<file path="src/rtl/csel_adder_pipe.sv">
// Pipelined carry-select adder: sign-extended narrow operand plus a wide operand or the
// internal accumulator, resolving SEGS_PER_STAGE carry-select segments per pipeline stage.
module csel_adder_pipe #(
  parameter int unsigned IN_A_W         = 27,
  parameter int unsigned SUM_W          = 28,
  parameter int unsigned SEG_W          = 4,
  parameter int unsigned SEGS_PER_STAGE = 2
) (
  input  logic             clk,
  input  logic             rst_n,
  input  logic             in_valid,
  output logic             in_ready,
  input  logic [IN_A_W-1:0] in_a,
  input  logic [SUM_W-1:0] in_b,
  input  logic             in_acc,
  input  logic             in_clr,
  output logic             out_valid,
  input  logic             out_ready,
  output logic [SUM_W-1:0] out_sum,
  output logic             out_cout,
  output logic             out_ovf,
  output logic [SUM_W-1:0] acc_q
);

  localparam int unsigned NumSeg  = SUM_W / SEG_W;
  localparam int unsigned NumStg  = (NumSeg + SEGS_PER_STAGE - 1) / SEGS_PER_STAGE;
  localparam int unsigned LastStg = NumStg - 1;
  localparam int unsigned Msb     = SUM_W - 1;

  logic             adv;
  logic             in_fire;
  logic             out_fire;
  logic             out_is_acc;
  logic             acc_busy_q, acc_busy_d;
  logic [SUM_W-1:0] acc_d;

  // Operand capture register in front of the adder stages.
  logic             op_valid_q, op_valid_d;
  logic             op_acc_q, op_acc_d;
  logic [SUM_W-1:0] op_a_q, op_a_d;
  logic [SUM_W-1:0] op_b_q, op_b_d;

  logic             st_valid_q [NumStg];
  logic             st_valid_d [NumStg];
  logic             st_acc_q   [NumStg];
  logic             st_acc_d   [NumStg];
  logic             st_carry_q [NumStg];
  logic             st_carry_d [NumStg];
  logic [SUM_W-1:0] st_a_q     [NumStg];
  logic [SUM_W-1:0] st_a_d     [NumStg];
  logic [SUM_W-1:0] st_b_q     [NumStg];
  logic [SUM_W-1:0] st_b_d     [NumStg];
  logic [SUM_W-1:0] st_sum_q   [NumStg];
  logic [SUM_W-1:0] st_sum_d   [NumStg];

  // Stage-evaluation temporaries.
  logic             cur_valid;
  logic             cur_acc;
  logic             cur_carry;
  logic [SUM_W-1:0] cur_a;
  logic [SUM_W-1:0] cur_b;
  logic [SUM_W-1:0] cur_sum;
  logic [SEG_W-1:0] seg_a;
  logic [SEG_W-1:0] seg_b;
  logic [SEG_W:0]   res0;
  logic [SEG_W:0]   res1;
  int unsigned      seg;
  int unsigned      base;
  int unsigned      prv;

  // The whole pipe freezes while a result waits for the consumer.
  assign adv        = !(out_valid && !out_ready);
  assign in_ready   = rst_n && adv && !acc_busy_q;
  assign in_fire    = in_valid && in_ready;
  assign out_fire   = out_valid && out_ready;
  assign out_is_acc = st_acc_q[LastStg];

  always_comb begin
    op_valid_d = in_fire;
    op_acc_d   = op_acc_q;
    op_a_d     = op_a_q;
    op_b_d     = op_b_q;
    if (in_fire) begin
      op_acc_d = in_acc;
      op_a_d   = SUM_W'($signed(in_a));
      op_b_d   = in_acc ? acc_q : in_b;
    end
  end

  always_comb begin
    cur_valid = 1'b0;
    cur_acc   = 1'b0;
    cur_carry = 1'b0;
    cur_a     = '0;
    cur_b     = '0;
    cur_sum   = '0;
    seg_a     = '0;
    seg_b     = '0;
    res0      = '0;
    res1      = '0;
    seg       = 0;
    base      = 0;
    prv       = 0;
    for (int unsigned k = 0; k < NumStg; k++) begin
      prv = (k == 0) ? 0 : k - 1;
      if (k == 0) begin
        cur_valid = op_valid_q;
        cur_acc   = op_acc_q;
        cur_a     = op_a_q;
        cur_b     = op_b_q;
        cur_sum   = '0;
        cur_carry = 1'b0;
      end else begin
        cur_valid = st_valid_q[prv];
        cur_acc   = st_acc_q[prv];
        cur_a     = st_a_q[prv];
        cur_b     = st_b_q[prv];
        cur_sum   = st_sum_q[prv];
        cur_carry = st_carry_q[prv];
      end
      for (int unsigned j = 0; j < SEGS_PER_STAGE; j++) begin
        seg = k * SEGS_PER_STAGE + j;
        if (seg < NumSeg) begin
          base  = seg * SEG_W;
          seg_a = cur_a[base +: SEG_W];
          seg_b = cur_b[base +: SEG_W];
          // Both carry-in hypotheses are formed up front; the ripple only drives the mux.
          res0  = {1'b0, seg_a} + {1'b0, seg_b};
          res1  = {1'b0, seg_a} + {1'b0, seg_b} + {{SEG_W{1'b0}}, 1'b1};
          {cur_carry, cur_sum[base +: SEG_W]} = cur_carry ? res1 : res0;
        end
      end
      st_valid_d[k] = cur_valid;
      st_acc_d[k]   = cur_acc;
      st_carry_d[k] = cur_carry;
      st_a_d[k]     = cur_a;
      st_b_d[k]     = cur_b;
      st_sum_d[k]   = cur_sum;
    end
  end

  always_ff @(posedge clk or negedge rst_n) begin
    if (!rst_n) begin
      op_valid_q <= 1'b0;
      op_acc_q   <= 1'b0;
      op_a_q     <= '0;
      op_b_q     <= '0;
      for (int unsigned k = 0; k < NumStg; k++) begin
        st_valid_q[k] <= 1'b0;
        st_acc_q[k]   <= 1'b0;
        st_carry_q[k] <= 1'b0;
        st_a_q[k]     <= '0;
        st_b_q[k]     <= '0;
        st_sum_q[k]   <= '0;
      end
    end else if (adv) begin
      op_valid_q <= op_valid_d;
      op_acc_q   <= op_acc_d;
      op_a_q     <= op_a_d;
      op_b_q     <= op_b_d;
      for (int unsigned k = 0; k < NumStg; k++) begin
        st_valid_q[k] <= st_valid_d[k];
        st_acc_q[k]   <= st_acc_d[k];
        st_carry_q[k] <= st_carry_d[k];
        st_a_q[k]     <= st_a_d[k];
        st_b_q[k]     <= st_b_d[k];
        st_sum_q[k]   <= st_sum_d[k];
      end
    end
  end

  always_comb begin
    acc_d      = acc_q;
    acc_busy_d = acc_busy_q;
    if (out_fire && out_is_acc) begin
      acc_d      = out_sum;
      acc_busy_d = 1'b0;
    end
    // Clear has priority over a coinciding write-back.
    if (in_clr) begin
      acc_d = '0;
    end
    if (in_fire && in_acc) begin
      acc_busy_d = 1'b1;
    end
  end

  always_ff @(posedge clk or negedge rst_n) begin
    if (!rst_n) begin
      acc_q      <= '0;
      acc_busy_q <= 1'b0;
    end else begin
      acc_q      <= acc_d;
      acc_busy_q <= acc_busy_d;
    end
  end

  assign out_valid = st_valid_q[LastStg];
  assign out_sum   = st_sum_q[LastStg];
  assign out_cout  = st_carry_q[LastStg];
  assign out_ovf   = (st_a_q[LastStg][Msb] == st_b_q[LastStg][Msb]) &&
                     (st_sum_q[LastStg][Msb] != st_a_q[LastStg][Msb]);

endmodule

</file>
<file path="config.mk">
export PLATFORM = sky130hd
export DESIGN_NAME = csel_adder_pipe
export DESIGN_NICKNAME = d
export VERILOG_FILES = /design/src/rtl/csel_adder_pipe.sv
export SDC_FILE = /design/constraint.sdc
export NUM_CORES = 1
export LEC_CHECK = 0
export ABC_AREA = 1
export BUFFER_PORTS_ARGS = -buffer_cell sky130_fd_sc_hd__buf_2
export CORE_UTILIZATION = 53
export DETAILED_ROUTE_END_ITERATION = 8
export GPL_TIMING_DRIVEN = 0
export PLACE_DENSITY = 0.73
export SLEW_MARGIN = 20
export SYNTH_ARGS = -nofsm -noshare
export SYNTH_HDL_FRONTEND = slang
export SYNTH_SLANG_ARGS = --single-unit
</file>
<file path="constraint.sdc">
create_clock -name clk -period 1.95 [get_ports clk]
set_input_delay 0.0975 -clock clk [delete_from_list [all_inputs] [get_ports clk]]
set_output_delay 0.0975 -clock clk [all_outputs]
set_load 0.01 [all_outputs]
</file>
==> flow_summary.toml, run 1 <==
[logic_synthesis]
synth_area_leaders = "dfrtp_1 56%, nand2_1 17%, ha_1 3.9%"
postSynth.asyncResetShare_pct = 100.0
netlist-cell-type-count = 39
syn_inst = 1260
netlist.area_leader.share_pct = 55.66
ys_seq_area_share_pct = 55.66
synth_most_common_cell = "nand2_1"
synth-edff-count = 0
yosysTopAreaCell = "dfrtp_1"
synth_flop_cell = "dfrtp_1"
ys_seq_elements = 245
syn_nets = 1362
synth_common_cells = "499 x nand2_1, 245 x dfrtp_1, 84 x o21ai_0"
avgSynthCellArea_sq_um = 8.742
synthesis.area_sq_um = 11010
ys_warn_count = 0

[pwr]
power_uw = 22730
power_density_nw_per_um2 = 1641
power_leakage_uw = 0.007256
ir_worst_vdd_mv = 1.021

[worst_setup_path]
end_kind = "register"
cp.required_ps = 2380
r2r_start = "st_b_d[44]"
r2r-end = "cur_sum[22]"
critPathMaxFanout = 7
critPathArrivalTime_ps = 2620
r2r_slack_ps = -230
r2r_cells = 10
crit_type = "reg -> reg"
startpoint_type = "register"

[global_routing]
grtUsageMet2_pct = 44.48
grt_use_met3_pct = 4.438
grt_max_degree = 100
grt_pass1_vias = 9344
antenna_found_initial = 0
grt_overflow = 0
track_usage_pct = 28.81
met1_usage_pct = 41.84
busiest_layer = "met2"
grt_pass1_wl_um = 48480

[sta]
period_share_pct = 111.9
hold_violations = 104
setup_violations = 11
max-slew-margin-rel_pct = 52.25
period_needed_ps = 2183
clock.fmax_mhz = 458.1
clock_skew_ps = 20.65
hold_ws_ps = -476.4
setup_ws_ps = -232.8
tightest_slew_ps = 716.3
drv_slew = 0
rsz0062_at_grt = "yes"

[run_status]
status = "complete, but fails checks"
violations = "negative hold slack, negative setup slack"

[floorplanning]
die_y_um = 146.2
core_sq_um = 20300
die-area_sq_um = 21360
dieWidth_um = 146.2
num_rows = 52
ios = 121
start_util_pct = 54.26

[cells_and_area]
antenna_cells = 0
multi_input_area_sq_um = 4479
seqCellArea_sq_um = 6131
nets = 1583
syn_to_final_growth_pct = 25.78
fin_area_sq_um = 13850
fillers = 1616
drive_gt1_share_pct = 18.85

[detailed_routing]
detail-route-antenna-nets = 0
drt_iter0_drc = 787
drc = 0
vias = 9400
drt-wirelength-per-cell_um = 17.03
vias_per_cell = 5.323
drt_pre_antenna_iters = 5
drt-total-wl_um = 30070

[clocking]
cts_buffers = 26
clock_path_buffers = 3
cts-root-buf = "clkbuf_16"
cts_tree = "done"
clk_pin_slew_ps = 70
htree_levels = 1
postCtsHoldBufs = 56
clock_latency_ps = 540
cts_sinks = 245

[run]
cap_violations = 0

[place]
dpl_cell_area_sq_um = 12030
place_congestion = 0.8390
port_buffers = 119
dp_hpwl_um = 20000

[worst_hold_path]
min_path_type = "in -> async"
==> cell usage in the layout (no fill, tap or decap), types with 3 or more instances in the layout <==
cell,instances
a21oi_1,23
clkbuf_1,26
nand4_1,5
dfrtp_1,245
o22ai_1,3
a31oi_1,3
buf_2,139
ha_1,25
xnor2_1,6
nand3_2,9
clkbuf_8,4
nand3_1,59
nand2_1,488
o21ai_1,4
fa_1,5
nand3b_1,5
nand2_2,16
buf_4,26
clkbuf_16,27
o31ai_1,28
inv_1,71
clkinv_2,3
inv_2,4
nor2_4,3
ha_2,8
nand2_4,6
nor2_1,72
dlygate4sd3_1,56
nor2_2,3
o21ai_0,82
bufinv_16,7
xor2_1,3
==> state kept, by name, indices dropped and copies added (netlist names), 2 cells and up <==
name,flops
st_b_d,32
st_a_d,30
acc_q,28
op_b_q,28
out_sum,28
op_a_q,27
cur_sum,24
st_sum_d,24
cur_b,4
cur_a,3
st_carry_q,3
st_acc_d,2
st_valid_d,2
==> where the power goes <==
part	switching (uW)	leakage (uW)	internal [uW]	total, uW
combinational	5010	0.00368	3410	8420
clock	2050	0.000472	3570	5620
sequential	1440	0.00310	7250	8690
==> layer usage <==
| layer | part of all wire (%) | vias to the layer above |
|---|---|---|
| met5 | 0 | - |
| met4 | 2.8 | 0 |
| met3 | 6.9 | 60 |
| met2 | 46 | 337 |
| met1 | 44 | 4559 |
| li1 | - | 4444 |
==> worst max-delay path, stage by stage, from the launching register on <==
cell and delay, ps:
dfrtp_1 390, ha_2 190, fa_1 530, ha_2 190
nand2_2 80, nor2_4 150, nand4_4 160, nand2_4 150
nand3_2 90, nand3_2 100, nand2_1 60
==> layout make-up <==
class	count	share of cell area, %
repair buffers	193	9.709
well taps	270	2.439
clock inverters	12	1.734
multi-input cells	877	32.33
clock buffers	31	5.275
inverters	77	2.104
plain buffers	61	2.150
flip-flops and latches	245	44.26
==> how the worst max path moves through the flow <==
stage | from | to | slack [ps] | depth (start not counted)
2_1_floorplan | st_a_d[64] | st_sum_d[42] | -40 | 12
3_3_place_gp | rst_n | op_a_q[6] | -3630 | 8
3_5_place_dp | rst_n | op_a_q[12] | -310 | 9
4_1_cts | st_a_d[64] | st_sum_d[42] | -200 | 12
5_1_grt | st_b_d[44] | cur_sum[22] | -330 | 10
6_report | st_b_d[44] | cur_sum[22] | -230 | 10
==> metrics by stage <==
step                      utilization, %  setup WS [ps]  cells  TNS (ps)
after detailed placement           59.24         -306.9   1651    -12340
after CTS                          67.36         -201.4   1756     -1702
after global placement             58.92          -3633   1649  -1075480
final                              68.24         -232.8   1766     -2096
after floorplan                        -         -37.27   1260    -128.2
after global routing               68.24         -331.3   1766     -3046
==> logic make-up after synthesis <==
group	share of synthesized area, %
AO/OA/AOI/OAI	7.577
adder cells (fa/ha/maj)	5.135
flip-flops	55.66
AND/OR/NAND/NOR	25.14
XOR/XNOR	1.170
buffers and inverters	5.316
==> timing repair <==
item / in CTS / in global routing
endpoints found under the hold margin: 132 / 70
pin swaps: 17 / 18
gates cloned: 0 / 0
buffers inserted: 6 / 11
setup endpoints to repair: 13 / 19
gates resized for setup: 18 / 30
(Power assumes the default switching activity.)
==> inputs of run 2 (changes only) <==
Settings changed: ABC_AREA 1 to not set, MAX_ROUTING_LAYER set to met4.
Clock period 1.95 ns to 1.9 ns, I/O delays scaled along.
==> run 2 against run 1 <==
Largest cell class unchanged. Largest power group is now combinational cells. Non-clock buffer count did not move. Sequential power increased by 4.4%. The flow finishes with violations (design-rule violations, negative hold slack, negative setup slack). Die area fell by 1.1%.
==> flow_summary.toml, run 2 <==
[global_routing]
track_usage_pct = 27.75
grt_overflow = 0
grt_pass1_vias = 8755
grt_max_degree = 103
antenna_found_initial = 1
grt_pass1_wl_um = 45060

[detailed_routing]
drt_pre_antenna_iters = 7
drc = 1
met1_length_um = 12150
drt-total-wl_um = 27760
drt-wirelength-per-cell_um = 16.89
vias = 8828
wl_met2_um = 13280
detail-route-antenna-nets = 0
wl_met3_um = 1571
maxUsedRoutingLayer = "met4"
vias_per_cell = 5.370
drt_iter0_drc = 598

[worst_hold_path]
min_path_type = "in -> async"

[worst_setup_path]
startpoint_type = "register"
cp.required_ps = 2320
crit_type = "reg -> reg"
critPathMaxFanout = 5
end_kind = "register"
critPathArrivalTime_ps = 2840
r2r_slack_ps = -520

[place]
post-place-ws_ps = -588.2
dp_cells = 1523
dp_hpwl_um = 18460
place_congestion = 0.8744
port_buffers = 118

[clocking]
htree_levels = 1
cts_buffers = 26
clock_path_buffers = 3
clk_pin_slew_ps = 60
cts_tree = "done"
clock_latency_ps = 540
cts-root-buf = "clkbuf_16"
postCtsHoldBufs = 56
cts_sinks = 245

[pwr]
switching_power_uw = 8913
power_frac_clock_pct = 21.6
power_uw = 23760
power_leakage_uw = 0.006970
ir_worst_vdd_mv = 0.9803
pwr-share-seq_pct = 38.2
power_density_nw_per_um2 = 1719
p_int_uw = 14850
pwr-share-comb_pct = 40.2
sw_frac_of_total_pct = 37.51

[sta]
clock.fmax_mhz = 413.5
rsz0062_at_grt = "yes"
max-slew-margin-rel_pct = 38.85
period_share_pct = 127.3
clock_skew_ps = 16.69
period_needed_ps = 2418
setup_violations = 11
hold_violations = 153
drv_slew = 0
hold_ws_ps = -495.1
tightest_slew_ps = 917.3
setup_ws_ps = -518.1

[logic_synthesis]
synth_area_leaders = "dfrtp_1 56%, nand2_1 17%, ha_1 3.9%"
synth_flop_cell = "dfrtp_1"
netlist.area_leader.share_pct = 56.28
avgSynthCellArea_sq_um = 9.614
ys_seq_area_share_pct = 56.28
ys_seq_elements = 245
synth_common_cells = "496 x nand2_1, 245 x dfrtp_1, 53 x a21oi_1"
yosysTopAreaCell = "dfrtp_1"
synth_most_common_cell = "nand2_1"
postSynth.asyncResetShare_pct = 100.0
ys_warn_count = 0
synthesis.area_sq_um = 10890
synth-edff-count = 0
netlist-cell-type-count = 52
syn_inst = 1133
syn_nets = 1235

[cells_and_area]
multi_input_area_sq_um = 4798
seqCellArea_sq_um = 6132
nets = 1455
fillers = 1527
drive_gt1_share_pct = 22.07
mostFrequentLayoutCells = "495 x nand2_1, 244 x dfrtp_1, 121 x buf_2"
largest_register_ffs = 32
layout.cells.most_common = "nand2_1"
syn_to_final_growth_pct = 26.91
final_cells = 1644
fin_util_pct = 68.54

[run_status]
violations = "design-rule violations, negative hold slack, negative setup slack"
status = "complete, but fails checks"

[floorplanning]
ios = 121
start_util_pct = 54.01
dieWidth_um = 145.4
die-area_sq_um = 21130
core_sq_um = 20170
die_y_um = 145.4
num_rows = 52

[run]
cap_violations = 0
-- run 2: per-layer routing --
metal	up-vias	GRT usage [%]
li1	4169	-
met1	4370	36.36
met2	236	44.28
met3	53	5.047
met4	0	8.526
met5	-	-
-- run 2: through the flow --
step	TNS (ps)	instance area (sq um)
CTS	-7905	13650
global route	-5000	13820
finish	-3854	13820
global placement	-1131320	11920
floorplan	-2979	10990
detailed placement	-48140	11980
-- run 2: what timing repair did --
item,4_1_cts,5_1_grt
pin swaps,18,16
setup buffers,11,6
gates resized for setup,45,51
endpoints found under the hold margin,168,62
gates cloned,1,0
endpoints found under the setup margin,221,153
-- run 2: area by class of cell --
type                    instances  area share (%)
diodes                          1         0.01810
repair buffers                193           9.775
plain buffers                  61           2.281
inverters                       2         0.05430
flip-flops and latches        245           44.36
well taps                     270           2.444
multi-input cells             824           34.71
clock buffers                  35           5.313
clock inverters                13           1.050
-- run 2: cell families after synthesis --
family	count (synthesis)	synth area share, %
AO/OA/AOI/OAI	138	7.811
flip-flops	245	56.28
XOR/XNOR	23	1.918
buffers and inverters	65	2.481
adder cells (fa/ha/maj)	41	5.192
multiplexers	60	5.835
AND/OR/NAND/NOR	561	20.48
-- run 2: worst paths after layout --
kind,endpoint,cells after the start,start
max,cur_sum[20],7,st_b_d[44]
min,acc_q[12],1,rst_n
max reg2reg,cur_sum[20],7,st_b_d[44]
min reg2reg,out_valid,1,cur_valid
max in group asynchronous,out_valid,2,rst_n
min in group clk,acc_q[2],2,in_clr
-- run 2: worst max-delay path: stages (launching register included) --
cell,delay [ps]
dfrtp_1,390
ha_2,210
fa_2,570
ha_4,150
nand3_4,90
or4_4,490
and3_1,200
a211o_1,220
-- run 2: power groups by stage --
stage          Combinational [uW]  Sequential, uW  Clock, uW
6_report                     9560            9070       5140
5_1_grt                     10700            9340       5400
4_1_cts                      8940            9030       5220
3_5_place_dp                 8200            9080          0
3_3_place_gp                 7860            9030          0
2_1_floorplan                6000            8830          0
==> inputs of run 3 (changes only) <==
Settings changed: CORE_MARGIN set to 2, GPL_TIMING_DRIVEN 0 to not set, PLACE_DENSITY 0.73 to 0.75.
==> run 3 against run 2 <==
The flow finishes with violations (negative setup slack). Combinational power is 9% higher. Via count shrank 1.8%. First-iteration DRC count decreased by 17%. Largest cell class unchanged. Clock skew fell by 6.4 ps. Sequential power is 0.4% lower. Die area increased by 2.8%. Sequential cell count unchanged. Non-clock buffer count did not move. Register-to-register slack about the same. Power up 2.9%. Hold slack improved by 610 ps. Largest power group unchanged. Global-route usage shrank 3.1 points.
==> flow_summary.toml, run 3 (synthesis results as in run 2) <==
[clocking]
htree_levels = 1
cts_buffers = 26
cts_sinks = 245
cts-root-buf = "clkbuf_16"
clock_latency_ps = 520
cts_tree = "done"
clk_pin_slew_ps = 60
clock_path_buffers = 3

[global_routing]
antenna_found_initial = 0
grt_overflow = 0
grt_pass1_vias = 8647
grt_max_degree = 135
grt_pass1_wl_um = 42430
track_usage_pct = 24.64

[pwr]
power_density_nw_per_um2 = 1743
pwr-share-seq_pct = 36.9
power_frac_clock_pct = 20.5
power_uw = 24460
sw_frac_of_total_pct = 36.38
pwr-share-comb_pct = 42.5
p_int_uw = 15560
switching_power_uw = 8897
power_leakage_uw = 0.007115
ir_worst_vdd_mv = 1.008

[run_status]
violations = "negative setup slack"
status = "complete, but fails checks"

[cells_and_area]
layout.cells.most_common = "nand2_1"
largest_register_ffs = 32
syn_to_final_growth_pct = 28.82
antenna_cells = 0
fin_util_pct = 69.35
mostFrequentLayoutCells = "495 x nand2_1, 245 x dfrtp_1, 120 x buf_2"
drive_gt1_share_pct = 23.69
nets = 1455

[sta]
setup_ws_ps = -508.0
period_needed_ps = 2408
final.setup.tns_ps = -3938
hold_ws_ps = 116.4
clock.fmax_mhz = 415.3
setup_violations = 11
max-slew-margin-rel_pct = 52.59
drv_slew = 0
tightest_slew_ps = 711.1
period_share_pct = 126.7
hold_violations = 0
rsz0062_at_grt = "yes"
clock_skew_ps = 10.29

[worst_hold_path]
min_path_type = "in -> reg"

[worst_setup_path]
crit_type = "reg -> reg"
cp.required_ps = 2310
critPathArrivalTime_ps = 2810
end_kind = "register"
cpPeakStageDelay_ps = 580
critPathSlowestCell = "fa_2"
critPathMaxFanout = 5
startpoint_type = "register"
path_cells = "ha_2, fa_2, ha_4, nand3_4, or4_4, and3_1, a211o_1"

[detailed_routing]
drc = 0
drt_iter0_drc = 495
drt_pre_antenna_iters = 5
drt-total-wl_um = 25790
detail-route-antenna-nets = 0
vias = 8666
vias_per_cell = 5.278
drt-wirelength-per-cell_um = 15.71

[floorplanning]
num_rows = 52
core_sq_um = 20230
dieWidth_um = 147.4
die_y_um = 147.4
die-area_sq_um = 21720
start_util_pct = 53.83
ios = 121

[run]
cap_violations = 0

[place]
port_buffers = 120
dp_hpwl_um = 16120
place_congestion = 0.8447
[run 3: cell count changes in the layout (fill, tap and decap cells not counted), sizes merged]
cell / change
diode: -1
buf: +47
clkinv: +2
clkinvlp: -4
clkbuf: -48
dlygate4sd3: +2
[run 3: repair_timing]
action	CTS	global route
gates resized for setup	19	29
pin swaps	7	14
buffers inserted	3	7
hold endpoints to repair	241	0
endpoints found under the setup margin	14	18
cloned	2	0
hold buffers	58	0
[run 3: worst paths after layout]
path,from,end,slack [ps],cells after the start
hold / removal,in_acc,op_b_q[24],120,3
setup / recovery,st_a_d[44],cur_sum[20],-510,7
min in group asynchronous,rst_n,st_sum_d[36],340,3
setup reg to reg,st_a_d[44],cur_sum[20],-510,7
hold reg to reg,op_a_q[22],st_a_d[78],470,2
max in group asynchronous,rst_n,st_a_d[77],710,4
[run 3: worst max-delay path, delay by kind of cell, from the launching register on]
family / cells / cell delay, ps
AO/OA/AOI/OAI: 1 / 220
AND/OR/NAND/NOR: 3 / 750
adder cells (fa/ha/maj): 3 / 940
flip-flops: 1 / 390
[run 3: final cells by class]
type,instances,area [sq um]
clock inverter,11,113.9
tap,270,337.8
inverter,2,7.507
timing repair buffer,254,1891
multi-input combinational,824,4812
clock buffer,36,739.5
fill,1497,6202
sequential,245,6131
[run 3: layer usage]
metal,up-vias,share of wire [%],track usage [%]
met5,-,0,-
met4,0,2.3,6.058
met3,57,4.7,3.478
met2,212,50,40.98
met1,4244,43,32.35
li1,4153,-,-
[run 3: power by group through the flow]
| stage | registers [uW] | logic [uW] | clock network [uW] |
|---|---|---|---|
| final | 9030 | 10400 | 5020 |
| after CTS | 9000 | 9680 | 5110 |
| after detailed placement | 9050 | 9150 | 0 |
| after global routing | 9310 | 11500 | 5360 |
| after floorplan | 8830 | 6000 | 0 |
| after global placement | 8990 | 8780 | 0 |
[run 3: metrics by stage]
stage	instance area [sq um]	setup WS, ps	std cells
final	14030	-508.0	1642
after global routing	14030	-569.6	1642
after CTS	13840	-472.5	1636
after detailed placement	12280	-598.2	1526
after global placement	12280	-546.9	1526
after floorplan	10990	-473.8	1133
